==> src/rtl/hdmi_fb_pkg.sv <==
// Shared types for the HDMI frame-buffer arbiter: engine states, grant encoding
// and the bank-base helper used when FB_DOUBLE_BUFFER_EN is defined.
package hdmi_fb_pkg;

  typedef enum logic [1:0] {W_P0 = 2'd0, W_P1 = 2'd1, W_HOLD = 2'd2} wr_state_t;
  typedef enum logic [1:0] {R_IDLE = 2'd0, R_FETCH = 2'd1, R_DONE = 2'd2} rd_state_t;
  typedef enum logic [1:0] {G_NONE = 2'd0, G_RD = 2'd1, G_WR = 2'd2} grant_t;

  localparam int WORD_PIX = 2;

  // Bank 1 lives in the upper half of the word address space.
  function automatic logic [31:0] bank_base(input logic bank, input int addr_w);
    if (bank) bank_base = 32'd1 << (addr_w - 1);
    else      bank_base = 32'd0;
  endfunction

endpackage

==> src/rtl/fb_rd_fifo.sv <==
// Read-prefetch FIFO for RAM words; flush empties it in one cycle and wins over push/pop.
module fb_rd_fifo #(
  parameter int W     = 16,
  parameter int DEPTH = 8
) (
  input  logic                     clk_low,
  input  logic                     reset,
  input  logic                     flush,
  input  logic                     push,
  input  logic [W-1:0]             din,
  input  logic                     pop,
  output logic [W-1:0]             dout,
  output logic [$clog2(DEPTH):0]   level,
  output logic                     empty
);
  localparam int PW = $clog2(DEPTH);
  localparam logic [PW:0] PTR_ONE = (PW + 1)'(1);

  logic [W-1:0] mem_r [DEPTH];
  logic [PW:0]  wp_r;
  logic [PW:0]  rp_r;

  // word storage
  always_ff @(posedge clk_low) begin
    if (push && !flush) mem_r[wp_r[PW-1:0]] <= din;
  end

  // pointers; the extra MSB separates full from empty
  always_ff @(posedge clk_low) begin
    if (reset || flush) begin
      wp_r <= {(PW + 1){1'b0}};
      rp_r <= {(PW + 1){1'b0}};
    end else begin
      if (push) wp_r <= wp_r + PTR_ONE;
      if (pop)  rp_r <= rp_r + PTR_ONE;
    end
  end

  assign dout  = mem_r[rp_r[PW-1:0]];
  assign level = wp_r - rp_r;
  assign empty = (wp_r == rp_r);

endmodule

==> src/rtl/hdmi_fb_arbiter.sv <==
// Single-port frame-buffer arbiter between camera writes and HDMI prefetch reads.
// Define FB_DOUBLE_BUFFER_EN for two banks selected by mem_addr[ADDR_W-1].
module hdmi_fb_arbiter
  import hdmi_fb_pkg::*;
#(
  parameter int PIX_W      = 8,
  parameter int FRAME_PIX  = 307200,
  parameter int ADDR_W     = 19,
  parameter int FIFO_DEPTH = 8,
  parameter int RD_THRESH  = 4
) (
  input  logic                  clk_low,
  input  logic                  reset,
  input  logic                  cam_valid,
  input  logic [PIX_W-1:0]      cam_data,
  input  logic                  cam_sof,
  output logic                  cam_ready,
  input  logic                  disp_sof,
  input  logic                  disp_req,
  output logic [PIX_W-1:0]      disp_data,
  output logic                  underrun,
  output logic [ADDR_W-1:0]     mem_addr,
  output logic                  mem_we,
  output logic [2*PIX_W-1:0]    mem_wdata,
  input  logic [2*PIX_W-1:0]    mem_rdata
);
  localparam int WORD_W = WORD_PIX * PIX_W;
  localparam int LVL_W  = $clog2(FIFO_DEPTH) + 1;
  localparam int PEND_W = LVL_W + 1;
  localparam logic [ADDR_W-1:0] LAST_WORD = ADDR_W'(FRAME_PIX / 2 - 1);
  localparam logic [ADDR_W-1:0] ADDR_ONE  = ADDR_W'(1);
  localparam logic [ADDR_W-1:0] ADDR_ZERO = {ADDR_W{1'b0}};
  localparam logic [PEND_W-1:0] THRESH_P  = PEND_W'(RD_THRESH);
  localparam logic [PEND_W-1:0] DEPTH_P   = PEND_W'(FIFO_DEPTH);

  wr_state_t           wr_state_r, wr_state_s;
  rd_state_t           rd_state_r, rd_state_s;
  grant_t              grant_r, grant_s;
  logic [PIX_W-1:0]    pix0_r;
  logic [WORD_W-1:0]   word_r;
  logic [ADDR_W-1:0]   wr_cnt_r, rd_cnt_r, rd_cnt_s;
  logic [ADDR_W-1:0]   wr_base_s, rd_base_s;
  logic                cam_ready_r, cam_take_s;
  logic                ret_r, rd_ok_s, pop_s, phase_r;
  logic [PEND_W-1:0]   pending_s;
  logic [PIX_W-1:0]    disp_data_r;
  logic                underrun_r;
  logic [ADDR_W-1:0]   mem_addr_r;
  logic                mem_we_r;
  logic [WORD_W-1:0]   mem_wdata_r;
  logic [WORD_W-1:0]   fifo_dout_s;
  logic [LVL_W-1:0]    fifo_level_s;
  logic                fifo_empty_s;

  assign cam_take_s = cam_valid && cam_ready_r;

`ifdef FB_DOUBLE_BUFFER_EN
  logic wr_bank_r, rd_bank_r, done_bank_r, done_new_r, frame_done_s;
  assign frame_done_s = (grant_s == G_WR) && (wr_cnt_r == LAST_WORD);

  // bank bookkeeping: writer avoids the displayed bank, reader follows the latest complete one
  always_ff @(posedge clk_low) begin
    if (reset) begin
      wr_bank_r   <= 1'b0;
      rd_bank_r   <= 1'b0;
      done_bank_r <= 1'b0;
      done_new_r  <= 1'b0;
    end else begin
      if (cam_take_s && cam_sof) wr_bank_r <= ~rd_bank_r;
      if (disp_sof && done_new_r) begin
        rd_bank_r  <= done_bank_r;
        done_new_r <= 1'b0;
      end
      if (frame_done_s) begin
        done_bank_r <= wr_bank_r;
        done_new_r  <= 1'b1;
      end
    end
  end
  assign wr_base_s = ADDR_W'(bank_base(wr_bank_r, ADDR_W));
  assign rd_base_s = ADDR_W'(bank_base(rd_bank_r, ADDR_W));
`else
  assign wr_base_s = ADDR_ZERO;
  assign rd_base_s = ADDR_ZERO;
`endif

  // arbitration; reads are withheld on disp_sof so no stale-frame read gets issued
  always_comb begin
    pending_s = PEND_W'(fifo_level_s) + PEND_W'(grant_r == G_RD) + PEND_W'(ret_r);
    rd_ok_s   = (rd_state_r == R_FETCH) && !disp_sof;
    grant_s   = G_NONE;
    if (rd_ok_s && (pending_s < THRESH_P))     grant_s = G_RD;
    else if (wr_state_r == W_HOLD)             grant_s = G_WR;
    else if (rd_ok_s && (pending_s < DEPTH_P)) grant_s = G_RD;
    else                                       grant_s = G_NONE;
  end

  // write engine next state
  always_comb begin
    wr_state_s = wr_state_r;
    if (cam_take_s && cam_sof) begin
      wr_state_s = W_P1;
    end else begin
      case (wr_state_r)
        W_P0:    wr_state_s = cam_take_s ? W_P1 : W_P0;
        W_P1:    wr_state_s = cam_take_s ? W_HOLD : W_P1;
        W_HOLD:  wr_state_s = (grant_s == G_WR) ? W_P0 : W_HOLD;
        default: wr_state_s = W_P0;
      endcase
    end
  end

  // write engine registers and pixel pairing
  always_ff @(posedge clk_low) begin
    if (reset) begin
      wr_state_r  <= W_P0;
      cam_ready_r <= 1'b0;
      pix0_r      <= {PIX_W{1'b0}};
      word_r      <= {WORD_W{1'b0}};
      wr_cnt_r    <= ADDR_ZERO;
    end else begin
      wr_state_r  <= wr_state_s;
      cam_ready_r <= (wr_state_s != W_HOLD);
      if (cam_take_s && (cam_sof || (wr_state_r == W_P0))) pix0_r <= cam_data;
      if (cam_take_s && !cam_sof && (wr_state_r == W_P1)) word_r <= {cam_data, pix0_r};
      if (cam_take_s && cam_sof)  wr_cnt_r <= ADDR_ZERO;
      else if (grant_s == G_WR)   wr_cnt_r <= (wr_cnt_r == LAST_WORD) ? ADDR_ZERO : wr_cnt_r + ADDR_ONE;
    end
  end

  // read engine next state
  always_comb begin
    rd_state_s = rd_state_r;
    rd_cnt_s   = rd_cnt_r;
    if (disp_sof) begin
      rd_state_s = R_FETCH;
      rd_cnt_s   = ADDR_ZERO;
    end else if (grant_s == G_RD) begin
      rd_cnt_s   = rd_cnt_r + ADDR_ONE;
      rd_state_s = (rd_cnt_r == LAST_WORD) ? R_DONE : R_FETCH;
    end else begin
      rd_state_s = rd_state_r;
    end
  end

  // read engine registers
  always_ff @(posedge clk_low) begin
    if (reset) begin
      rd_state_r <= R_IDLE;
      rd_cnt_r   <= ADDR_ZERO;
    end else begin
      rd_state_r <= rd_state_s;
      rd_cnt_r   <= rd_cnt_s;
    end
  end

  // RAM port; a read granted now returns two cycles later and is dropped across disp_sof
  always_ff @(posedge clk_low) begin
    if (reset) begin
      grant_r     <= G_NONE;
      ret_r       <= 1'b0;
      mem_we_r    <= 1'b0;
      mem_addr_r  <= ADDR_ZERO;
      mem_wdata_r <= {WORD_W{1'b0}};
    end else begin
      grant_r  <= grant_s;
      ret_r    <= (grant_r == G_RD) && !disp_sof;
      mem_we_r <= (grant_s == G_WR);
      case (grant_s)
        G_RD: mem_addr_r <= rd_base_s + rd_cnt_r;
        G_WR: begin
          mem_addr_r  <= wr_base_s + wr_cnt_r;
          mem_wdata_r <= word_r;
        end
        default: mem_addr_r <= mem_addr_r;
      endcase
    end
  end

  assign pop_s = disp_req && !disp_sof && !fifo_empty_s && phase_r;

  fb_rd_fifo #(.W(WORD_W), .DEPTH(FIFO_DEPTH)) u_fifo (
    .clk_low (clk_low),
    .reset   (reset),
    .flush   (disp_sof),
    .push    (ret_r),
    .din     (mem_rdata),
    .pop     (pop_s),
    .dout    (fifo_dout_s),
    .level   (fifo_level_s),
    .empty   (fifo_empty_s)
  );

  // display pixel output, pixel phase and sticky underrun
  always_ff @(posedge clk_low) begin
    if (reset || disp_sof) begin
      phase_r     <= 1'b0;
      disp_data_r <= {PIX_W{1'b0}};
      underrun_r  <= 1'b0;
    end else if (disp_req) begin
      if (fifo_empty_s) begin
        disp_data_r <= {PIX_W{1'b0}};
        underrun_r  <= 1'b1;
      end else begin
        disp_data_r <= phase_r ? fifo_dout_s[WORD_W-1:PIX_W] : fifo_dout_s[PIX_W-1:0];
        phase_r     <= ~phase_r;
      end
    end
  end

  assign cam_ready = cam_ready_r;
  assign disp_data = disp_data_r;
  assign underrun  = underrun_r;
  assign mem_addr  = mem_addr_r;
  assign mem_we    = mem_we_r;
  assign mem_wdata = mem_wdata_r;

endmodule

==> config.mk <==
export PLATFORM = sky130hd
export DESIGN_NAME = hdmi_fb_arbiter
export DESIGN_NICKNAME = d
export VERILOG_FILES = /design/src/rtl/hdmi_fb_pkg.sv /design/src/rtl/fb_rd_fifo.sv /design/src/rtl/hdmi_fb_arbiter.sv
export SDC_FILE = /design/constraint.sdc
export NUM_CORES = 1
export LEC_CHECK = 0
export ABC_CLOCK_PERIOD_IN_PS = 9800
export CAP_MARGIN = 20
export CORE_ASPECT_RATIO = 0.7
export CORE_UTILIZATION = 50
export DETAILED_ROUTE_END_ITERATION = 16
export PLACE_DENSITY = 0.79
export SLEW_MARGIN = 20
export SYNTH_ARGS = -nofsm -noshare
export SYNTH_HDL_FRONTEND = slang
export SYNTH_SLANG_ARGS = --single-unit
==> constraint.sdc <==
create_clock -name clk_low -period 9.8 [get_ports clk_low]
set_input_delay 0.98 -clock clk_low [delete_from_list [all_inputs] [get_ports clk_low]]
set_output_delay 0.98 -clock clk_low [all_outputs]
set_load 0.005 [all_outputs]
======== After elaboration in Yosys (flattened, before gate mapping) ========
Memory sizes are Yosys's and may differ from the RTL's. A register that Yosys moved wholly into a read port is not among the register bits.
Index checks and enable logic that the tools add are counted.
storage, ports and cells
  bits in registers ....................... 124
  memory bits (writable) .................. 128
  bits of input ports ..................... 30
  output and inout port bits .............. 46
  memories ................................ 1
memories
  memory        words  width  rd ports  clocked after Yosys merged registers in  wr ports  RTL line          RTL
  u_fifo.mem_r  8      16     1         1                                        1         fb_rd_fifo.sv:19  logic [W-1:0] mem_r [DEPTH];
operators by class
  $add $sub $neg .......................... 7
  magnitude comparators ................... 2
  eq/ne operators ......................... 10
  mux-type cells .......................... 19
  bitwise gates (word level) .............. 2
  reduce and logical (&&, ||, !) cells .... 25
operators by type and width
  cell                                                                  number
  19-bit by 1-bit adder with 19-bit output, second input constant       2
  19-bit by 18-bit == test with 1-bit output, second input constant     2
  19-bit case mux with 2 select lines                                   1
  19-bit two-way mux                                                    1
  8-bit two-way mux                                                     2
  1-bit logical AND                                                     13
  2-bit two-way mux                                                     6
  4-bit by 1-bit adder with 4-bit output, second input constant         2
  2-bit by 1-bit == test with 1-bit output, second input constant       4
  1-bit two-way mux                                                     6
  3-bit two-way mux                                                     2
  2-bit case mux with 3 select lines                                    1
  4-bit by 1-bit adder with 5-bit output                                1
  5-bit by 1-bit adder with 5-bit output                                1
  5-bit by 3-bit < comparator with 1-bit output, second input constant  1
  5-bit by 4-bit < comparator with 1-bit output, second input constant  1
  2-bit == test, second input constant                                  2
  4-bit == test                                                         1
  2-bit AND reduction                                                   2
  2-bit nonzero test                                                    2
  2-bit OR reduction                                                    2
  4-bit subtractor                                                      1
  1-bit logical NOT                                                     3
  2-bit logical NOT                                                     1
  other kinds (3)                                                       5

======== Longest topological paths before layout ========
  depth in word-level cells ............... 13
  mapped depth ............................ 16
  gate-level depth less buffers ........... 15

======== By module ========
A second synthesis with hierarchy kept.
unflattened totals
  cell total of the unflattened synthesis .. 808
  area total of the unflattened synthesis .. 10383.7 um2
modules (own cells, without submodules)
  module           times used  cells each  area an instance (um2)  seq. area each (um2)
  fb_rd_fifo       1           254         5500.3                  4063.9
  hdmi_fb_arbiter  1           554         4883.4                  2322.2

======== Worst setup path after synthesis ========
No wires, ideal clock.
  path type ............................... input-to-reg
  start ................................... in disp_sof
  end ..................................... mem u_fifo.mem_r[4][0], enable pin
  library setup time ...................... 430 ps
  data arrival time ....................... 2800 ps
  slack ................................... 6570 ps
  stages .................................. 2
  path buffers ............................ 1
  cells stage by stage .................... clkbuf_1 > nor4_1
between the ends
  cells in the longest elaborated chain, start to end .. 4
RTL lines
  item                                     RTL line               RTL
  start: declaration                       hdmi_fb_arbiter.sv:18  input logic disp_sof,
  1-bit logical NOT                        fb_rd_fifo.sv:25       if (push && !flush) mem_r[wp_r[PW-1:0]] <= din;
  1-bit logical AND                        fb_rd_fifo.sv:25
  1-bit two-way mux                        fb_rd_fifo.sv:25
  1-bit two-way mux (not written as such)  fb_rd_fifo.sv:25
  end: declaration                         fb_rd_fifo.sv:19
Every way passes these cells.

======== Worst setup path in the final report ========
  start ................................... reg u_fifo.wp_r[0]
  end ..................................... reg wr_cnt_r[17]
between the ends
  cells in the longest elaborated chain, start to end .. 9
  elaborated cells on any way between the ends .. 11
  those cells by class .................... 3 x add/sub; 2 x order compare; 1 x eq/ne; 3 x mux; 2 x reduce/logical
RTL lines
  item                                           RTL line                RTL
  start: declaration                             fb_rd_fifo.sv:20        logic [PW:0] wp_r;
  start signal: assignment                       fb_rd_fifo.sv:31        wp_r <= {(PW + 1){1'b0}};
  start signal: assignment                       fb_rd_fifo.sv:34        if (push) wp_r <= wp_r + PTR_ONE;
  4-bit subtractor (*)                           fb_rd_fifo.sv:40        assign level = wp_r - rp_r;
  4-bit by 1-bit adder with 5-bit output (*)     hdmi_fb_arbiter.sv:89   pending_s = PEND_W'(fifo_level_s) + PEND_W'(grant_r == G_RD) + PEND_W'(ret_r);
  5-bit by 1-bit adder with 5-bit output (*)     hdmi_fb_arbiter.sv:89
  5-bit by 4-bit < comparator with 1-bit output  hdmi_fb_arbiter.sv:94   else if (rd_ok_s && (pending_s < DEPTH_P)) grant_s = G_RD;
  1-bit logical AND                              hdmi_fb_arbiter.sv:94
  1-bit two-way mux                              hdmi_fb_arbiter.sv:94
  2-bit two-way mux                              hdmi_fb_arbiter.sv:93   else if (wr_state_r == W_HOLD) grant_s = G_WR;
  2-bit two-way mux (*)                          hdmi_fb_arbiter.sv:92   if (rd_ok_s && (pending_s < THRESH_P)) grant_s = G_RD;
  2-bit == test (*)                              hdmi_fb_arbiter.sv:127  else if (grant_s == G_WR) wr_cnt_r <= (wr_cnt_r == LAST_WORD) ? ADDR_ZERO : wr_cnt_r + ADDR_ONE;
  end signal: assignment                         hdmi_fb_arbiter.sv:127
  end: declaration                               hdmi_fb_arbiter.sv:41   logic [ADDR_W-1:0] wr_cnt_r, rd_cnt_r, rd_cnt_s;
Every way passes the cells marked *; elsewhere a longest branch is shown, timed or not.
A chain may end at the register's enable or synchronous reset.

==> summary.md <==
| Metric | Value |
|---|---|
| Slew HR | between 20% and 30% |
| Cell variety after synth | 48 |
| Worst r2r path cells | 15 |
| Share of synthesized flip-flops with an asynchronous set or reset | 0% |
| Multi-input gate area | 3530 um2 |
| Die Y | ~120 um |
| Reg power frac | a little over half |
| Min-delay src | grant_r[1] |
| Cell area after synthesis | slightly above 10000 um2 |
| CTS Buffer Depth | 3 |
| Synth top area cells | edfxtp_1 38%, dfxtp_1 25%, mux4_2 6.5%, mux2i_1 5.4%, nor2_1 5.0% |
| Largest stage delay, worst path | ~540 ps |
| Seq/Total Area, Yosys | between 60% and 70% |
| GR peak layer | met2 |
| Met2 usage in global routing | a little over 30% |
| Primary FF master, synth | edfxtp_1 |
| Nets@finish | just over 900 |
| Via count | ~6200 |
| Setup bufs post-CTS | 0 |
| FF+latch area | between 6000 and 7000 um2 |
| Placer Congestion | between 0.8 and 0.9 |
| Clock skew | between 10 and 15 ps |
| Final Routed Wirelength | between 15 and 20 mm |
| Number of flops mapped to enable cells by yosys | ~130 |
| WL/cell | 17.1 um |
| Diodes inserted | 0 |
| Most frequent cell after synthesis | nor2_1 |
| DIE AREA | 20800 um2 |
| Crit path launch type | flop |
| Power Internal | 1.65 mW |
| Clock latency on the worst-skew pair | ~520 ps |
| DR iter-0 viols | 450 |
| Pin count of the biggest net entering global routing | 69 |
| CTS tree | built |
| Failing checks | DRC |
| Net Sw Frac | between 20% and 30% |
| CP Buf/Inv Count | 3 |
| Cells after Synth | 799 |
| Slowest library cell on the worst path | dfxtp_1 |
| GR met3 Demand/Resource | under 10% |
| Gr usage total | 19.4% |
| Slew @ Worst Pin | about 1100 ps |
| DRT Pass-1 Iters | 11 |
| Reg2reg start | u_fifo.wp_r[0] |
| Critical Path RT | just over 10000 ps |
| Final Hold Fails | 0 |
| Fillers | roughly 1600 |
| Crit-path max FO | between 40 and 50 |
| Syn_nets | 840 |
| Clock Power Share | a little over two fifths |
| Maximum vdd drop | 133 uV |
| Hold Path Stages | 1 |
| Status | finished with violations |
| Post_cts resized | 0 |
| Max Slew Vio Count | 0 |
| Reg2reg end | wr_cnt_r[17] |
| Vias in the first global route | just under 6000 |
| Starting Density | around half |
| Syn-to-layout area delta | 17.6% |
| Synth top area share | 38.0% |
| Pwr Total | just over 2 mW |
| Setup-failing EPs final | 0 |
| Hold crit path type | reg -> reg |
| DRC | 1 |
| Net Sw Power | 0.419 mW |
| Clk root buf | clkbuf_16 |
| Die width | about 170 um |
| Flops & latches, synth | about 260 |
| Grt ovf | 0 |
| Leakage | about 3.8 nW |
| Io pins | 76 |
| Worst Hold Path EP | ret_r |
| Max Clk Rate | between 0.2 and 0.25 GHz |
| Core Util, Final | about three fifths |
| Element type at the critical path end | flop |
| Top delay family on crit path | adder cells |
| Comb pwr share | about 2.6% |
| Hold_buf cts | 0 |
| Post-DP Area | about 11000 um2 |
| Detailed-route vias per instance | 5.39 |
| Dpl hpwl | 12.1 mm |
| Core footprint | just under 20000 um2 |
| Avg Inst Size Synth | roughly 13 um2 |
| IO buf count | 75 |
| Cell Rows | 43 |
| Setup_tns | 0 ps |
| Finished Cell Area | approximately 12000 um2 |
| Arr. time, crit path | 4760 ps |
| Top cell type by total area after synthesis | edfxtp_1 |
| Reg2reg setup slack | approximately 5400 ps |
| Max-Cap Viols | 0 |
| Critical path type | reg -> reg |
| Power density cells | about 170 nW/um2 |
| Antenna Nets Post-Route | 0 |
| Ys Warns | 0 |
| Share of layout cells above drive strength 1 | just over 10% |
| Sink Count | between 200 and 300 |
| Period utilization | between 40% and 50% |
| CP cell instances | inv_1 > ha_1 > inv_1 > ha_1 > and3b_1 > o21ai_0 > maj3_1 > o21ai_0 > ha_2 > buf_4 > nand3_1 > nor4_2 > nand2_1 > o21bai_2 > nor2_1 |
| Clock slew at reported path FFs | approximately 60 ps |
| H-tree depth | 1 |
| Synth top cells by count | 135 x nor2_1, 128 x edfxtp_1, 127 x dfxtp_1 |
| Total CTS buffers | 24 |
| Initial antenna violation count | 1 |
| First-pass GRT wire length | between 30 and 40 mm |
| GR Layer Usage met1 | 28.0% |
| Unrepaired setup endpoints after global routing | false |
| Crit path time final | between 4000 and 5000 ps |
## power by group through the flow
stage | Sequential [mW] | Combinational [mW] | Clock [mW]
floorplan | 1.15 | 0.0282 | 0
global placement | 1.15 | 0.0528 | 0
detailed placement | 1.15 | 0.0537 | 0
CTS | 1.13 | 0.0541 | 0.910
global route | 1.13 | 0.0593 | 0.951
finish | 1.13 | 0.0542 | 0.892
## layer usage
layer / routed length [um] / vias to the layer above
met1: 9190 / 3041
met4: 374 / 0
met5: 0 / -
met3: 1100 / 31
met2: 9080 / 144
li1: - / 3015
## placed cells by master (no fill, tap or decap), types with 13 or more instances in the layout
cell / netlist / routed
a21oi_1: 44 / 44
clkbuf_16: 0 / 24
clkdlybuf4s50_1: 0 / 74
dfxtp_1: 127 / 126
edfxtp_1: 128 / 128
inv_1: 13 / 13
mux2i_1: 55 / 55
mux4_2: 29 / 29
nand2_1: 57 / 57
nand3_1: 20 / 20
nor2_1: 135 / 134
xnor2_1: 14 / 14
xor2_1: 27 / 27
## cell families (layout without fill, tap and decap cells)
kind of cell	Yosys count	count (layout)	share of synthesized area, %
and+or+nand+nor	269	269	12.0
buffers and inverters	53	141	2.25
AOI/OAI and AO/OA	78	78	4.76
DFF	255	255	63.2
muxes	91	91	12.7
adders and majority gates	12	12	1.54
xor gates and xnor gates	41	41	3.55
## sequential cells by signal, indices dropped and copies added (netlist names), 4 cells and up, named ones only
signal / cells
u_fifo.mem_r: 128
disp_data: 8
word_r: 16
u_fifo.wp_r: 4
rd_cnt_r: 19
u_fifo.rp_r: 4
pix0_r: 8
mem_addr: 19
wr_cnt_r: 19
mem_wdata: 16
## per-stage QoR
step / hold WS (ps) / instances / setup slack (ps)
after floorplan: 389 / 799 / 6570
after global placement: 403 / 1114 / 5220
after detailed placement: 400 / 1114 / 5050
after CTS: 413 / 1157 / 5440
after global routing: 429 / 1157 / 5010
final: 409 / 1157 / 5420
## how the worst max path moves through the flow
stage | end | startpoint | cells past startpoint
2_1_floorplan | u_fifo.mem_r[4][0] | disp_sof | 2
3_3_place_gp | wr_cnt_r[9] | disp_sof | 11
3_5_place_dp | wr_cnt_r[15] | disp_sof | 11
4_1_cts | wr_cnt_r[15] | u_fifo.wp_r[0] | 15
5_1_grt | wr_cnt_r[15] | u_fifo.wp_r[0] | 15
6_report | wr_cnt_r[17] | u_fifo.wp_r[0] | 15
## final cells by class
| class | count | area share, % |
|---|---|---|
| clock buffer | 29 | 5.30 |
| multi-input combinational | 491 | 29.8 |
| clock inverter | 14 | 1.02 |
| sequential | 255 | 53.8 |
| inverter | 13 | 0.411 |
| tap | 270 | 2.84 |
| timing repair buffer | 85 | 6.91 |
Power figures use the tool's default switching activity.
